--- config.mk ---
export PLATFORM = sky130hd
export DESIGN_NAME = threshold_command_gen
export DESIGN_NICKNAME = d
export VERILOG_FILES = /design/src/rtl/threshold_command_gen.sv
export SDC_FILE = /design/constraint.sdc
export NUM_CORES = 1
export LEC_CHECK = 0
export CAP_MARGIN = 40
export CORE_MARGIN = 2
export CORE_UTILIZATION = 25
export DETAILED_ROUTE_END_ITERATION = 10
export GPL_TIMING_DRIVEN = 1
export HOLD_SLACK_MARGIN = 0.03
export PLACE_DENSITY = 0.39
export SKIP_CTS_REPAIR_TIMING = 1
export SYNTH_ARGS = -nofsm -noshare
export SYNTH_HDL_FRONTEND = slang
export SYNTH_SLANG_ARGS = --single-unit
--- constraint.sdc ---
create_clock -name clk -period 6.03 [get_ports clk]
set_input_delay 0.603 -clock clk [delete_from_list [all_inputs] [get_ports clk]]
set_output_delay 0.603 -clock clk [all_outputs]
set_load 0.01 [all_outputs]
--- src/rtl/threshold_command_gen.sv ---
// Operator-side writer for the HSV colour-reduction threshold registers.
// Debounces three buttons and emits single-cycle select/selector/inputVal writes.
module threshold_command_gen #(
  parameter int unsigned DEBOUNCE_CYCLES = 650000,
  parameter int unsigned CNT_W           = 20
) (
  input  logic       clk,
  input  logic       reset,
  input  logic       btn_up,
  input  logic       btn_down,
  input  logic       btn_next,
  output logic       select,
  output logic [1:0] selector,
  output logic [2:0] inputVal,
  output logic [1:0] cur_channel,
  output logic [2:0] cur_bits
);

  localparam logic [CNT_W-1:0] CntLast = CNT_W'(DEBOUNCE_CYCLES - 1);

  typedef enum logic [1:0] {StInitH, StInitS, StInitV, StIdle} state_e;

  state_e     state_q;
  logic [2:0] hue_q, sat_q, val_q;
  logic [2:0] btn_raw, sync1_q, sync2_q, db_lvl, db_prev_q, press;
  logic       wr_en;
  logic [2:0] wr_bits;

  // Bit order: [0] up, [1] down, [2] next
  assign btn_raw = {btn_next, btn_down, btn_up};

  always_ff @(posedge clk or negedge reset) begin
    if (!reset) begin
      sync1_q   <= '0;
      sync2_q   <= '0;
      db_prev_q <= '0;
    end else begin
      sync1_q   <= btn_raw;
      sync2_q   <= sync1_q;
      db_prev_q <= db_lvl;
    end
  end

  for (genvar g = 0; g < 3; g++) begin : g_deb
    logic [CNT_W-1:0] cnt_q;
    logic             db_q;

    always_ff @(posedge clk or negedge reset) begin
      if (!reset) begin
        cnt_q <= '0;
        db_q  <= 1'b0;
      end else if (sync2_q[g] == db_q) begin
        cnt_q <= '0;
      end else if (cnt_q == CntLast) begin
        cnt_q <= '0;
        db_q  <= ~db_q;
      end else begin
        cnt_q <= cnt_q + CNT_W'(1);
      end
    end

    assign db_lvl[g] = db_q;
  end

  assign press = db_lvl & ~db_prev_q;

  always_comb begin
    case (cur_channel)
      2'b00:   cur_bits = hue_q;
      2'b01:   cur_bits = sat_q;
      default: cur_bits = val_q;
    endcase
  end

  // A saturated up still swallows a simultaneous down: priority is next > up > down.
  always_comb begin
    wr_en   = 1'b0;
    wr_bits = cur_bits;
    if (state_q == StIdle && !press[2]) begin
      if (press[0]) begin
        if (cur_bits != 3'd7) begin
          wr_en   = 1'b1;
          wr_bits = cur_bits + 3'd1;
        end
      end else if (press[1] && cur_bits != 3'd1) begin
        wr_en   = 1'b1;
        wr_bits = cur_bits - 3'd1;
      end
    end
  end

  always_ff @(posedge clk or negedge reset) begin
    if (!reset) begin
      state_q     <= StInitH;
      select      <= 1'b0;
      selector    <= 2'b00;
      inputVal    <= 3'd0;
      cur_channel <= 2'b00;
      hue_q       <= 3'd3;
      sat_q       <= 3'd2;
      val_q       <= 3'd2;
    end else begin
      select <= 1'b0;
      case (state_q)
        StInitH: begin
          select   <= 1'b1;
          selector <= 2'b00;
          inputVal <= hue_q;
          state_q  <= StInitS;
        end
        StInitS: begin
          select   <= 1'b1;
          selector <= 2'b01;
          inputVal <= sat_q;
          state_q  <= StInitV;
        end
        StInitV: begin
          select   <= 1'b1;
          selector <= 2'b10;
          inputVal <= val_q;
          state_q  <= StIdle;
        end
        StIdle: begin
          if (press[2]) begin
            cur_channel <= (cur_channel == 2'b10) ? 2'b00 : cur_channel + 2'd1;
          end
          if (wr_en) begin
            select   <= 1'b1;
            selector <= cur_channel;
            inputVal <= wr_bits;
            case (cur_channel)
              2'b00:   hue_q <= wr_bits;
              2'b01:   sat_q <= wr_bits;
              default: val_q <= wr_bits;
            endcase
          end
        end
        default: state_q <= StIdle;
      endcase
    end
  end

endmodule

== Yosys cells after proc, flatten, opt, wreduce, memory -nomap -nowiden ==
Index checks and enable logic that the tools add are counted.

* Register bits after elaboration: 91
* Input bits: 5
* Output and inout port bits: 11
* Word-level logic and storage cells: 84

* $add $sub $neg: 6
* Equal/unequal tests: 14
* Muxes and demuxes: 23
* Bitwise logic cells: 9
* Reduce and logical (&&, ||, !) cells: 15

{| class="wikitable"
|+ Operator list
! cell !! number
|-
| $mux 20 || 6
|-
| $add 20x1->20 const B || 3
|-
| $eq 20x20->1 const B || 3
|-
| $mux 3 || 5
|-
| $pmux 3 s4 || 1
|-
| $reduce_and 3->1 || 3
|-
| $pmux 2 s4 || 1
|-
| $reduce_and 2->1 || 4
|-
| $not 1->1 || 7
|-
| $eq 2x2->1 const B || 3
|-
| $pmux 2 s3 || 1
|-
| $pmux 3 s2 || 1
|-
| $mux 1 || 5
|-
| $eq 2x1->1 const B || 2
|-
| $logic_not 2->1 || 2
|-
| $mux 2 || 2
|-
| $add 3x1->3 const B || 1
|-
| $and 3x3->3 || 1
|-
| $eq 1x1->1 || 3
|-
| $ne 3x1->1 const B || 1
|-
| $ne 3x3->1 const B || 1
|-
| $not 3->3 || 1
|-
| $reduce_bool 3->1 || 1
|-
| $reduce_or 3->1 || 1
|-
| 7 further kinds || 8
|}

== Depth between registers and ports, before layout ==
Gate-level depths: netlist of the first run.

* Word-level depth: 9
* Depth in mapped cells: 11
* Gate-level depth less buffers: 10

== Least setup slack after synthesis of the first run ==
No wires, ideal clock.

* Kind: reg-to-reg
* From: register cur_channel[0]
* To: register hue_q[2]
* Library setup time: 0.128 ns
* Arrival time: 2.475 ns
* Required time: 5.902 ns
* Setup slack: 3.428 ns
* Stages on the path, launching flop included: 10
* Path buffers: 1
* Clock period less this slack: 2.602 ns
* Path through: dfrtp_1 -> buf_6 -> mux2i_1 -> o21ai_0 -> ha_1 -> inv_1 -> o311a_4 -> a21oi_4 -> nand3b_1 -> mux2_1

* Word-level cells in the longest chain between the ends: 8
* Elaborated cells on any way between the ends: 17
* Classes of those cells: add/sub (2); eq/ne (3); mux (9); reduce/logical (3)

{| class="wikitable"
|+ Ends and longest elaborated chain
! element !! line !! RTL
|-
| start: declaration || 15 || <nowiki>output logic [1:0] cur_channel,</nowiki>
|-
| start signal: assignment || 125 || <nowiki>cur_channel <= (cur_channel == 2'b10) ? 2'b00 : cur_channel + 2'd1;</nowiki>
|-
| $eq 2x1->1 or $logic_not 2->1 (tied branches) || 68 || <nowiki>case (cur_channel)</nowiki>
|-
| $pmux 3 s2 (*) || 68 ||
|-
| named net cur_bits[1] || 16 || <nowiki>output logic [2:0] cur_bits</nowiki>
|-
| $ne 3x1->1 || 85 || <nowiki>end else if (press[1] && cur_bits != 3'd1) begin</nowiki>
|-
| $logic_and 1x1->1 || 85 ||
|-
| $mux 1 || 85 ||
|-
| $mux 1 || 80 || <nowiki>if (press[0]) begin</nowiki>
|-
| $mux 1 || 79 || <nowiki>if (state_q == StIdle && !press[2]) begin</nowiki>
|-
| $reduce_and 3->1 (no line) || -- ||
|-
| end signal: assignment || 132 || <nowiki>2'b00: hue_q <= wr_bits;</nowiki>
|-
| end: declaration || 24 || <nowiki>logic [2:0] hue_q, sat_q, val_q;</nowiki>
|}

Mark *: on every way through the listed nets, which the timed path passes. The rest lies on a longest branch.
A chain may end at the register's enable or synchronous reset.

== Worst setup path in the final report of the first run ==
* From: register cur_channel[0]
* To: register sat_q[2]

* Word-level cells in the longest chain between the ends: 8
* Elaborated cells on any way between the ends: 17
* Classes of those cells: add/sub (2); eq/ne (3); mux (9); reduce/logical (3)

{| class="wikitable"
|+ Ends and longest elaborated chain
! element !! line !! RTL
|-
| $eq 2x1->1 or $logic_not 2->1 (tied branches) || 68, 131 ||
|-
| $pmux 3 s2 || 68 ||
|-
| $ne 3x1->1 || 85 ||
|-
| $logic_and 1x1->1 || 85 ||
|-
| $mux 1 || 85 ||
|-
| $mux 1 || 80 ||
|-
| $mux 1 || 79 ||
|-
| $reduce_and 3->1 (no line) || -- ||
|-
| end signal: assignment || 133 || <nowiki>2'b01: sat_q <= wr_bits;</nowiki>
|-
| end: declaration || 24 ||
|}

Parallel ways exist; a longest one is shown, timed or not.

==> results, run 1 <==
- Measured along the y axis, the die boundary spans approximately 140 um.
- The total grt overflow is 0.
- The die covers 19200 um2.
- Of all cell types, the one taking the most synthesized area is dfrtp_1.
- The area added between synthesis and finish is 14.8%.
- The setup slack of the most critical reg-to-reg path is 3.26 ns.
- After synthesis, the netlist uses 57 different library cells.
- STA classifies the critical path startpoint as a flop.
- The max-capacitance violation count is 0.
- The tightest min-delay check is of the in -> async type.
- After synthesis the netlist holds a flip-flop and latch count of 91.
- For this design, the sink count on the clock tree is 91.
- Timing would allow up to 0.360 GHz.
- CTS built an H-tree with a depth of 3.
- For the pin with the worst max-slew slack, the measured transition is 0.787 ns.
- The final period demand of the worst path is roughly 2.8 ns.
- The post-synthesis average cell area is between 10 and 15 um2.
- The final wirelength is 9.63 mm.
- The initial antenna violation count was 0.
- The final antenna diode count is 0.
- The core utilization of the finished layout is 29.1%.
- For this run, design rule violations remaining after detail routing come to 0.
- The data required time of the worst path is 6.26 ns.
- Entering global routing, the biggest net connects 62 pins.
- The via count of the first global-routing pass is 3286.
- The later-pin clock latency in the skew report is around 0.34 ns.
- The highest net fanout along the worst path is 10.
- The total count of hold-check failures in the final report is 0.
- At the end of routability-driven placement, the weighted congestion stood at 0.794.
- The width of the die is 139 um.
- The minimum hold slack is just over 0.2 ns.
- Dividing the detail-routed wire length by the instance count gives 13.8 um.
- The static leakage is 2.11 nW.
- The share of synthesized flip-flops with an asynchronous set or reset is 100%.
- The startpoint identified for the worst register-to-register timing path is cur_channel[0].
- The core region is 17900 um2.
- After synthesis, the cell types taking the most area are dfrtp_1 (48%), xnor2_1 (7.0%), nor2_1 (6.8%).
- The main flop type after synthesis is dfrtp_1.
- The total negative setup slack is 0 ns.
- Counting along the longest clock path gives a buffer depth of 2.
- The number of nets in the synthesized netlist is 463.
- Clock skew on the completed layout was measured at 0.00590 ns.
- The most frequent cell after synthesis is dfrtp_1.
- After synthesis, the most frequently instantiated cells are dfrtp_1 (87), nor2_1 (82), xnor2_1 (36), nand2_1 (26), xor2_1 (24).
- During I/O placement, the number of pins put on the boundary was 16.
- The worst setup path is captured at a flop.
- The area share of the leading cell type in the synthesized netlist is 48.0%.
- Dividing total power by cell area gives a power density of 230 nW/um2.
- The total number of placement rows is 49.
- Across every metal layer, demand over resource in global routing totals 10.8%.
- The worst reg-to-reg path cell count is 10.
- The synthesized area is 4530 um2.
- VDD sags by at most 0.135 mV.
- The residual antenna-violating net count after detailed routing is 0.
- The first TritonRoute pass finished after 6 iterations.
- The kind of critical path is reg -> reg.
- The finished cells cover 5200 um2.
- The starting density of the core is around a quarter.
- Setup repair after global routing left no endpoint under its margin.
- The post-route netlist has under 10% of its cells at a drive strength greater than 1.
- Clock tree synthesis inserted a total of 9 buffers.
- The clock root buffer is clkbuf_16.
- Setup violations remaining at the end of the flow were counted as 0.
- After the last flow step, the layout net total stands at about 480.
- Of the available clock period, the critical path in the final layout requires 46.0%.
- The DRC violation total after the first TritonRoute iteration is 237.
- The number of slew-limit violations in the final report is 0.
- The ratio of routed vias to standard cells is 4.53.
- The data arrival time of the critical path is 3.00 ns.
- The number of port buffers is 15.
- Summing all placed instances gives a cell area of about 4900 um2.
- The wire length of the first global-routing pass is 17.0 mm.
- The count of vias placed by the detailed router is 3158.
- During synthesis, Yosys emitted a total of 0 warnings.
- The worst pin sits at a relative slew slack of 47.5%.
- Clock-pin slew was measured on the worst setup and hold paths at 0.06 ns.
- The HPWL reported at the end of detailed placement is between 6 and 7 mm.
- TritonCTS built the clock tree.
- The gate count of the mapped netlist is 447.
- For this run, the register share of the synthesized area comes to 50.3%.
- The run finished with clean final reports.
- The endpoint of the worst-slack reg-to-reg timing path is sat_q[2].
- The synthesized design contains 0 enable-type register cells.
[critical path, stage by stage, from the launching register on]
cell and delay, ns:
dfrtp_1 0.57, mux2i_1 0.23, nor2_1 0.05, a21oi_1 0.25
inv_1 0.13, ha_1 0.24, nor2b_1 0.15, a22oi_2 0.27
a21oi_4 0.16, nor3_2 0.26, mux2_1 0.35
[report_power, final]
part | internal [W] | switching (W) | total (W)
clock network | 0.000301 | 0.000243 | 0.000544
logic | 0.00000822 | 0.0000231 | 0.0000313
registers | 0.000617 | 0.00000574 | 0.000623
[through the flow]
| stage | power, W | setup WS (ns) | instances |
|---|---|---|---|
| finish | 0.00120 | 3.26 | 697 |
| global placement | 0.000668 | 3.38 | 681 |
| CTS | 0.00123 | 3.26 | 697 |
| floorplan | 0.000648 | 3.43 | 447 |
| global route | 0.00126 | 3.05 | 697 |
| detailed placement | 0.000668 | 3.28 | 681 |
[flip-flops by register name, indices dropped and copies added (netlist names)]
register,cells
selector,2
db_prev_q,3
hue_q,3
sync1_q,3
val_q,3
select,1
g_deb.cnt_q,60
g_deb.db_q,3
sync2_q,3
sat_q,3
inputVal,3
cur_channel,2
state_q,2
[cell type report]
cell class,instances,area [um2]
Fill cell,1865,12700
Sequential cell,91,2280
Multi-Input combinational cell,326,2130
Tap cell,229,287
Clock buffer,12,256
Timing Repair Buffer,16,155
Inverter,19,71.3
Clock inverter,4,25.0
[cell families after synthesis]
family / Yosys count / share of synthesized area, %
compound gates: 37 / 6.95
xor+xnor: 60 / 11.6
fa+ha+maj: 11 / 3.04
buf+inv: 30 / 2.76
flops: 91 / 50.3
mux: 12 / 2.95
simple gates: 206 / 22.4
[routing by layer]
metal / track usage, % / wire length [um]
met2: 17.0 / 4480
met1: 14.6 / 4760
met5: 0 / 0
met3: 3.14 / 261
met4: 3.08 / 127
[worst max-delay path by stage]
stage / to / cells past startpoint / start / slack (ns)
floorplan: hue_q[2] / 9 / cur_channel[0] / 3.43
global placement: hue_q[2] / 8 / cur_channel[0] / 3.38
detailed placement: sat_q[2] / 10 / cur_channel[0] / 3.28
CTS: sat_q[2] / 10 / cur_channel[0] / 3.26
global route: selector[0] / 10 / cur_channel[0] / 3.05
finish: sat_q[2] / 10 / cur_channel[0] / 3.26
[cells in the final DEF (no fill, tap or decap), types with 11 or more instances in the layout]
| cell | count |
|---|---|
| clkdlybuf4s50_1 | 14 |
| nand3_1 | 20 |
| xnor2_1 | 36 |
| xor2_1 | 24 |
| nor3_1 | 13 |
| nand2_1 | 26 |
| nand4_1 | 18 |
| dfrtp_1 | 87 |
| ha_1 | 11 |
| nor2_1 | 82 |
| inv_1 | 18 |
Power figures use the tool's default switching activity.
==> run 2: changes to the inputs <==
--- a/config.mk
+++ b/config.mk
@@ -11,7 +11,7 @@
 export DETAILED_ROUTE_END_ITERATION = 10
 export GPL_TIMING_DRIVEN = 1
 export HOLD_SLACK_MARGIN = 0.03
-export PLACE_DENSITY = 0.39
+export PLACE_DENSITY = 0.41
 export SKIP_CTS_REPAIR_TIMING = 1
 export SYNTH_ARGS = -nofsm -noshare
 export SYNTH_HDL_FRONTEND = slang
==> constraint.sdc (replaced) <==
create_clock -name clk -period 2.33 [get_ports clk]
set_input_delay 0.233 -clock clk [delete_from_list [all_inputs] [get_ports clk]]
set_output_delay 0.233 -clock clk [all_outputs]
set_load 0.01 [all_outputs]
==> results, run 2 (synthesis results as in run 1) <==
- The final setup violation count is 7.
- The DRC violation total after the first TritonRoute iteration is 145.
- The total number of placement rows is 49.
- The via count of the first global-routing pass was roughly 3.4k.
- The slowest stage of the critical path belongs to the cell dfstp_2.
- For the worst-skew pair, the clock arrives at the later sink with an insertion delay of 0.35 ns.
- The final estimated routing congestion in global placement is 0.798.
- The first detailed-routing pass took 4 iterations.
- The headroom to the max-slew limit is 49.5%.
- Once the floorplan was initialized, standard cells occupied 25.3% of the core.
- Summed over all layers, the routed wires come to approximately 9.8 mm.
- Setup repair after global routing could not meet its margin everywhere.
- The total die area is 19200 um2.
- The die is 139 um tall.
- The post-route worst setup slack is -0.0626 ns.
- The CTS H-tree depth is 3.
- The largest stage delay on the critical path is 0.56 ns.
- The number of clock sinks seen by CTS is a little over 90.
- The total count of hold-check failures in the final report came to 0.
- After legalization and detailed placement, the total HPWL measured 6.73 mm.
- Max-cap violations in this run came to 0.
- The top-level port count is 16.
- The checks that failed: negative setup slack.
- The worst setup path is launched from a flop.
- The fraction of final layout cells with drive strength greater than 1 is between 10% and 20%.
- The wire length per cell after detailed routing is 13.5 um.
- The static leakage is 2.32 nW.
- The worst setup path is of the reg -> reg kind.
- The aggregate global-route resource usage is 10.8%.
- The leading cell type in the layout, fill and taps excluded is dfrtp_1.
- The total power density per cell area is around 590 nW/um2.
- The die is approximately 140 um wide.
- The maximum number of buffers from clock root to sink is 2.
- The cell family with the largest share of critical-path delay is flip-flops.
- The sum of buffers and inverters on the critical path is 3.
- The tree is rooted in a clkbuf_16.
- The flow ran to the end, but the final reports show violations.
- The area added between synthesis and finish is 24.4%.
- TritonCTS built the clock tree.
- The register with the most flip-flops in the layout has 60 of them.
- Global routing finished with a remaining overflow of 0.
- Summing over every cut layer, the via total after detailed routing is 3255.
- The worst setup path is captured at a flop.
- The core region is 17900 um2.
- The final period demand of the worst path is 2.39 ns.
- The number of remaining DRC errors is 0.
- The residual antenna-violating net count after detailed routing is 0.
- During placement, the flow inserted port buffers numbering 15.
- Summing all non-filler instances in the final layout gives an area of around 5600 um2.
- The largest net degree at the start of global routing is 57.
- The number of slew-limit violations in the final report came to 0.
- At the worst endpoint, the required time is 2.59 ns.
- The first global-routing pass estimated 16.9 mm of wire.
- The data arrival time of the critical path is 2.66 ns.
- Between clock sinks in the finished design, the worst skew comes to 0.00618 ns.
- Clock-pin slew was measured on the worst setup and hold paths at approximately 0.07 ns.
- Walking the worst path, the cells encountered are mux2i_1, o21ai_2, inv_2, ha_4, nor2b_4, a22oi_2, buf_6, nand2_4, buf_6, or3_1, o211ai_1.
- TritonCTS created 9 clock buffers.
- The final antenna diode count is 0.
- The worst hold path belongs to the class in -> reg.
- In the layout the commonest cells are dfrtp_1 (86), nor2_1 (82), xnor2_1 (35), nand2_1 (25), buf_4 (25).
- At the pin with the least slew margin, the transition time is 0.755 ns.
- The register with the most flip-flops in the final layout is g_deb.cnt_q.
- Along the worst path, the maximum fanout reaches 4.
- The final net count is 510.
- The final period utilization is 103%.
- IR analysis of the VDD net gives a maximum drop of 0.355 mV.
- The placed standard-cell area is 5110 um2.
- After detailed routing, the number of vias per cell comes to 4.47.
- The initial antenna violation count is 0.
- The most common cell type on the critical path is buf_6.
- The achievable frequency is about 0.42 GHz.
- The worst slack after detailed placement is -0.0415 ns.
==> run 2: changes by cell type in the layout (fill, tap and decap cells not counted), moves of 3 or more <==
cell,before,now
inv_2,1,4
buf_4,2,25
inv_6,0,3
inv_1,18,15
buf_6,0,4
==> run 2: cell type report <==
cell class              instances  area, um2
well taps                     229        287
fillers                      1841      12300
clock inverters                 6       93.8
clock buffers                  10        239
inverters                      19       71.3
multi-input cells             327       2240
repair buffers                 46        423
flip-flops and latches         91       2280
==> run 2: through the flow <==
step	instances	util, %	hold slack (ns)	power [W]	TNS, ns
2_1_floorplan	447	-	-0.0626	0.00168	-0.0150
3_3_place_gp	703	28.6	0.247	0.00173	0
3_5_place_dp	703	28.6	0.245	0.00173	-0.0683
4_1_cts	719	30.4	-0.126	0.00340	-0.294
5_1_grt	728	31.5	0.316	0.00348	-1.37
6_report	728	31.5	0.319	0.00333	-0.217
==> run 2: power breakdown <==
part | internal (W) | switching [W] | leakage (nW)
registers | 0.00160 | 0.0000147 | 1.22
clock network | 0.000981 | 0.000654 | 0.160
logic | 0.0000259 | 0.0000597 | 0.946
==> run 2: path summary, 6_finish.rpt <==
check | from | cells after the start | slack [ns] | to
min reg2reg | sync1_q[2] | 0 | 0.35 | sync2_q[2]
max in group asynchronous | reset | 3 | 1.23 | hue_q[0]
max reg2reg | sat_q[1] | 11 | -0.06 | sat_q[1]
max | sat_q[1] | 11 | -0.06 | sat_q[1]
min in group asynchronous | reset | 2 | 0.39 | g_deb[1].cnt_q[8]
min | btn_down | 1 | 0.32 | sync1_q[1]
==> run 2: routing by layer <==
| layer | routed length, um | GRT usage, % | vias to the layer above |
|---|---|---|---|
| li1 | - | - | 1644 |
| met1 | 4920 | 15.0 | 1562 |
| met2 | 4510 | 16.6 | 34 |
| met3 | 246 | 2.21 | 15 |
| met4 | 160 | 3.99 | 0 |
| met5 | 0 | 0 | - |
==> run 2: worst reg2reg max path, delay by kind of cell, from the launching register on <==
family / cells / cell delay [ns]
AO/OA/AOI/OAI: 3 / 0.53
adder cells (fa/ha/maj): 1 / 0.17
buffers and inverters: 3 / 0.42
flip-flops: 1 / 0.56
multiplexers: 1 / 0.10
AND/OR/NAND/NOR: 3 / 0.52
==> run 3: changes to the inputs <==
--- a/config.mk
+++ b/config.mk
@@ -8,10 +8,12 @@
 export CAP_MARGIN = 40
 export CORE_MARGIN = 2
 export CORE_UTILIZATION = 25
+export CTS_CLUSTER_SIZE = 24
 export DETAILED_ROUTE_END_ITERATION = 10
-export GPL_TIMING_DRIVEN = 1
+export GPL_TIMING_DRIVEN = 0
 export HOLD_SLACK_MARGIN = 0.03
 export PLACE_DENSITY = 0.41
+export RECOVER_POWER = 25
 export SKIP_CTS_REPAIR_TIMING = 1
 export SYNTH_ARGS = -nofsm -noshare
 export SYNTH_HDL_FRONTEND = slang
==> results, run 3 (synthesis results as in run 1) <==
- At the pin with the least slew margin, the transition time is 1.34 ns.
- Counting tap cells, the placed design contains a total of 692 instances.
- The ratio of routed vias to standard cells is between 4 and 5.
- The detailed router finished its first iteration with roughly 200 violations.
- In the final timing run, aggregate negative setup slack is -1.06 ns.
- Walking the worst path, the cells encountered are buf_6, mux2i_1, nor2_1, a21oi_2, inv_2, ha_4, nor2b_4, a22oi_2, buf_6, a21oi_4, nand3b_1, mux2_4.
- The min-delay analysis places its worst path in the category reg -> reg.
- The repair_antennas step left the layout with diodes totalling 0.
- Counting flops per register, the top entry is g_deb.cnt_q.
- Clock skew on the completed layout was measured at around 0.0064 ns.
- The final period demand of the worst path is 2.48 ns.
- The total count of hold-check failures in the final report is 0.
- Power spread over the standard cell area amounts to 589 nW/um2.
- The worst-case IR drop observed on VDD is 0.354 mV.
- The final setup violation count is 10.
- Once the floorplan was initialized, standard cells occupied 25.3% of the core.
- Setup repair after global routing could not meet its margin everywhere.
- The final reports fail on negative setup slack.
- The data required time of the worst path is 2.56 ns.
- The HPWL after detailed placement is 6.61 mm.
- The largest stage delay on the critical path is 0.36 ns.
- The TritonCTS clock tree is done.
- The tool flagged a number of max-cap violations equal to 0.
- The post-route worst setup slack is -0.154 ns.
- Measured on the finished design, the core utilization comes to 30.8%.
- The clock-pin slew on the worst setup and hold paths is 0.07 ns.
- Across all layers, the routed design uses 3272 vias.
- The cell family with the largest share of critical-path delay is multiplexers.
- The wire length per cell after detailed routing is around 14 um.
- For this run, the detailed router's first-pass iteration total came to 4.
- Summed over all layers, the global routing overflow is 0.
- In this run the horizontal extent of the chip is approximately 140 um.
- The congestion estimate from routability-driven global placement came to 0.756.
- The clock drives 91 sinks.
- The number of buffers and inverters on the critical path is 3.
- The residual antenna-violating net count after detailed routing is 0.
- The kind of critical path is reg -> reg.
- The via count of the first global-routing pass came to 3296.
- Leaving out fill and tap cells, the most frequent cells in the layout are dfrtp_1 (86), nor2_1 (81), xnor2_1 (35), nand2_1 (26), xor2_1 (24).
- The clock root buffer is clkbuf_16.
- In the final layout, the share of cells above drive strength 1 is ~15%.
- The library cell used most frequently in the layout, excluding fill and tap cells, is dfrtp_1.
- The top-level port count is 16.
- STA classifies the critical path endpoint as a flop.
- From synthesis to final layout, the design area changed by 21.4%.
- The worst path uses 107% of the clock period.
- The initial antenna violation count is 0.
- The initialized floorplan defines 49 standard-cell rows.
- The H-tree generated during clock tree synthesis spans 3 levels.
- By instance count, the cell type seen most on the critical path is buf_6.
- In this run the worst path has a maximum fanout of 7.
- For this run, the top clock speed supported by timing is 0.403 GHz.
- The final wirelength is 9.78 mm.
- The placeable core area is about 18000 um2.
- The flow ran to the end, but the final reports show violations.
- The clock passes through at most 2 buffers.
- The cell at the slowest stage of the critical path is dfrtp_1.
- The number of filler cells placed in the layout is 1883.
- The net count of the finished layout is 504.
- The largest net degree at the start of global routing is 51.
- The die height is ~140 um.
- The number of buffers added by the clock tree synthesis step is 9.
- The die covers between 15000 and 20000 um2.
- The number of slew-limit violations in the final report is 0.
- The aggregate global-route resource usage is between 10% and 20%.
- The register with the most flip-flops in the layout has 60 of them.
- The worst pin sits at a relative slew slack of 10.7%.
- The number of port buffers is 15.
- After detailed routing, the number of remaining DRC violations is 0.
- The final standard cell count with taps included and fillers excluded is 722.
- The first global-routing pass estimated 16.7 mm of wire.
- At the worst endpoint, the arrival time is 2.72 ns.
- The later-pin clock latency in the skew report is 0.34 ns.
- The static leakage is about 2.3 nW.
- The worst setup path is launched from a flop.
==> run 3: path summary, 6_finish.rpt <==
path,slack (ns),from,to,cells past startpoint
min in group asynchronous,0.72,reset,g_deb[1].cnt_q[3],2
worst min-delay path,0.35,sync1_q[2],sync2_q[2],0
worst min register to register,0.35,sync1_q[2],sync2_q[2],0
max in group asynchronous,0.69,reset,hue_q[0],3
worst max register to register,-0.15,cur_channel[0],hue_q[2],12
worst max-delay path,-0.15,cur_channel[0],hue_q[2],12
==> run 3: routing by layer <==
layer  routed length, um  share of wire [%]  global-route usage [%]  vias up
li1                    -                  -                       -     1628
met1                4910                 50                    14.5     1603
met2                4530                 46                    16.6       30
met3                 196                2.0                    2.00       11
met4                 138                1.4                    4.47        0
met5                   0                  0                       0        -
==> run 3: through the flow <==
stage	instance area [um2]	setup WS [ns]	power, W	hold WS, ns
after floorplan	4550	-0.0150	0.00168	-0.0626
after global placement	4990	-2.55	0.00173	0.338
after detailed placement	5000	-0.230	0.00174	0.331
after CTS	5320	-0.252	0.00329	-0.0377
after global routing	5510	-0.253	0.00339	0.368
final	5510	-0.154	0.00324	0.353
==> run 3: area by class of cell <==
type	count	area, um2	share of cell area, %
multi-input combinational	327	2220	40.4
clock buffer	11	253	4.59
inverter	19	71.3	1.30
clock inverter	5	61.3	1.11
tap	229	287	5.20
timing repair buffer	29	270	4.91
buffer	11	56.3	1.02
sequential	91	2280	41.5
==> run 3: power breakdown <==
group | switching [W] | internal [W] | total [W]
Sequential | 0.0000145 | 0.00160 | 0.00161
Combinational | 0.0000613 | 0.0000257 | 0.0000870
Clock | 0.000647 | 0.000895 | 0.00154
Total | 0.000723 | 0.00252 | 0.00324
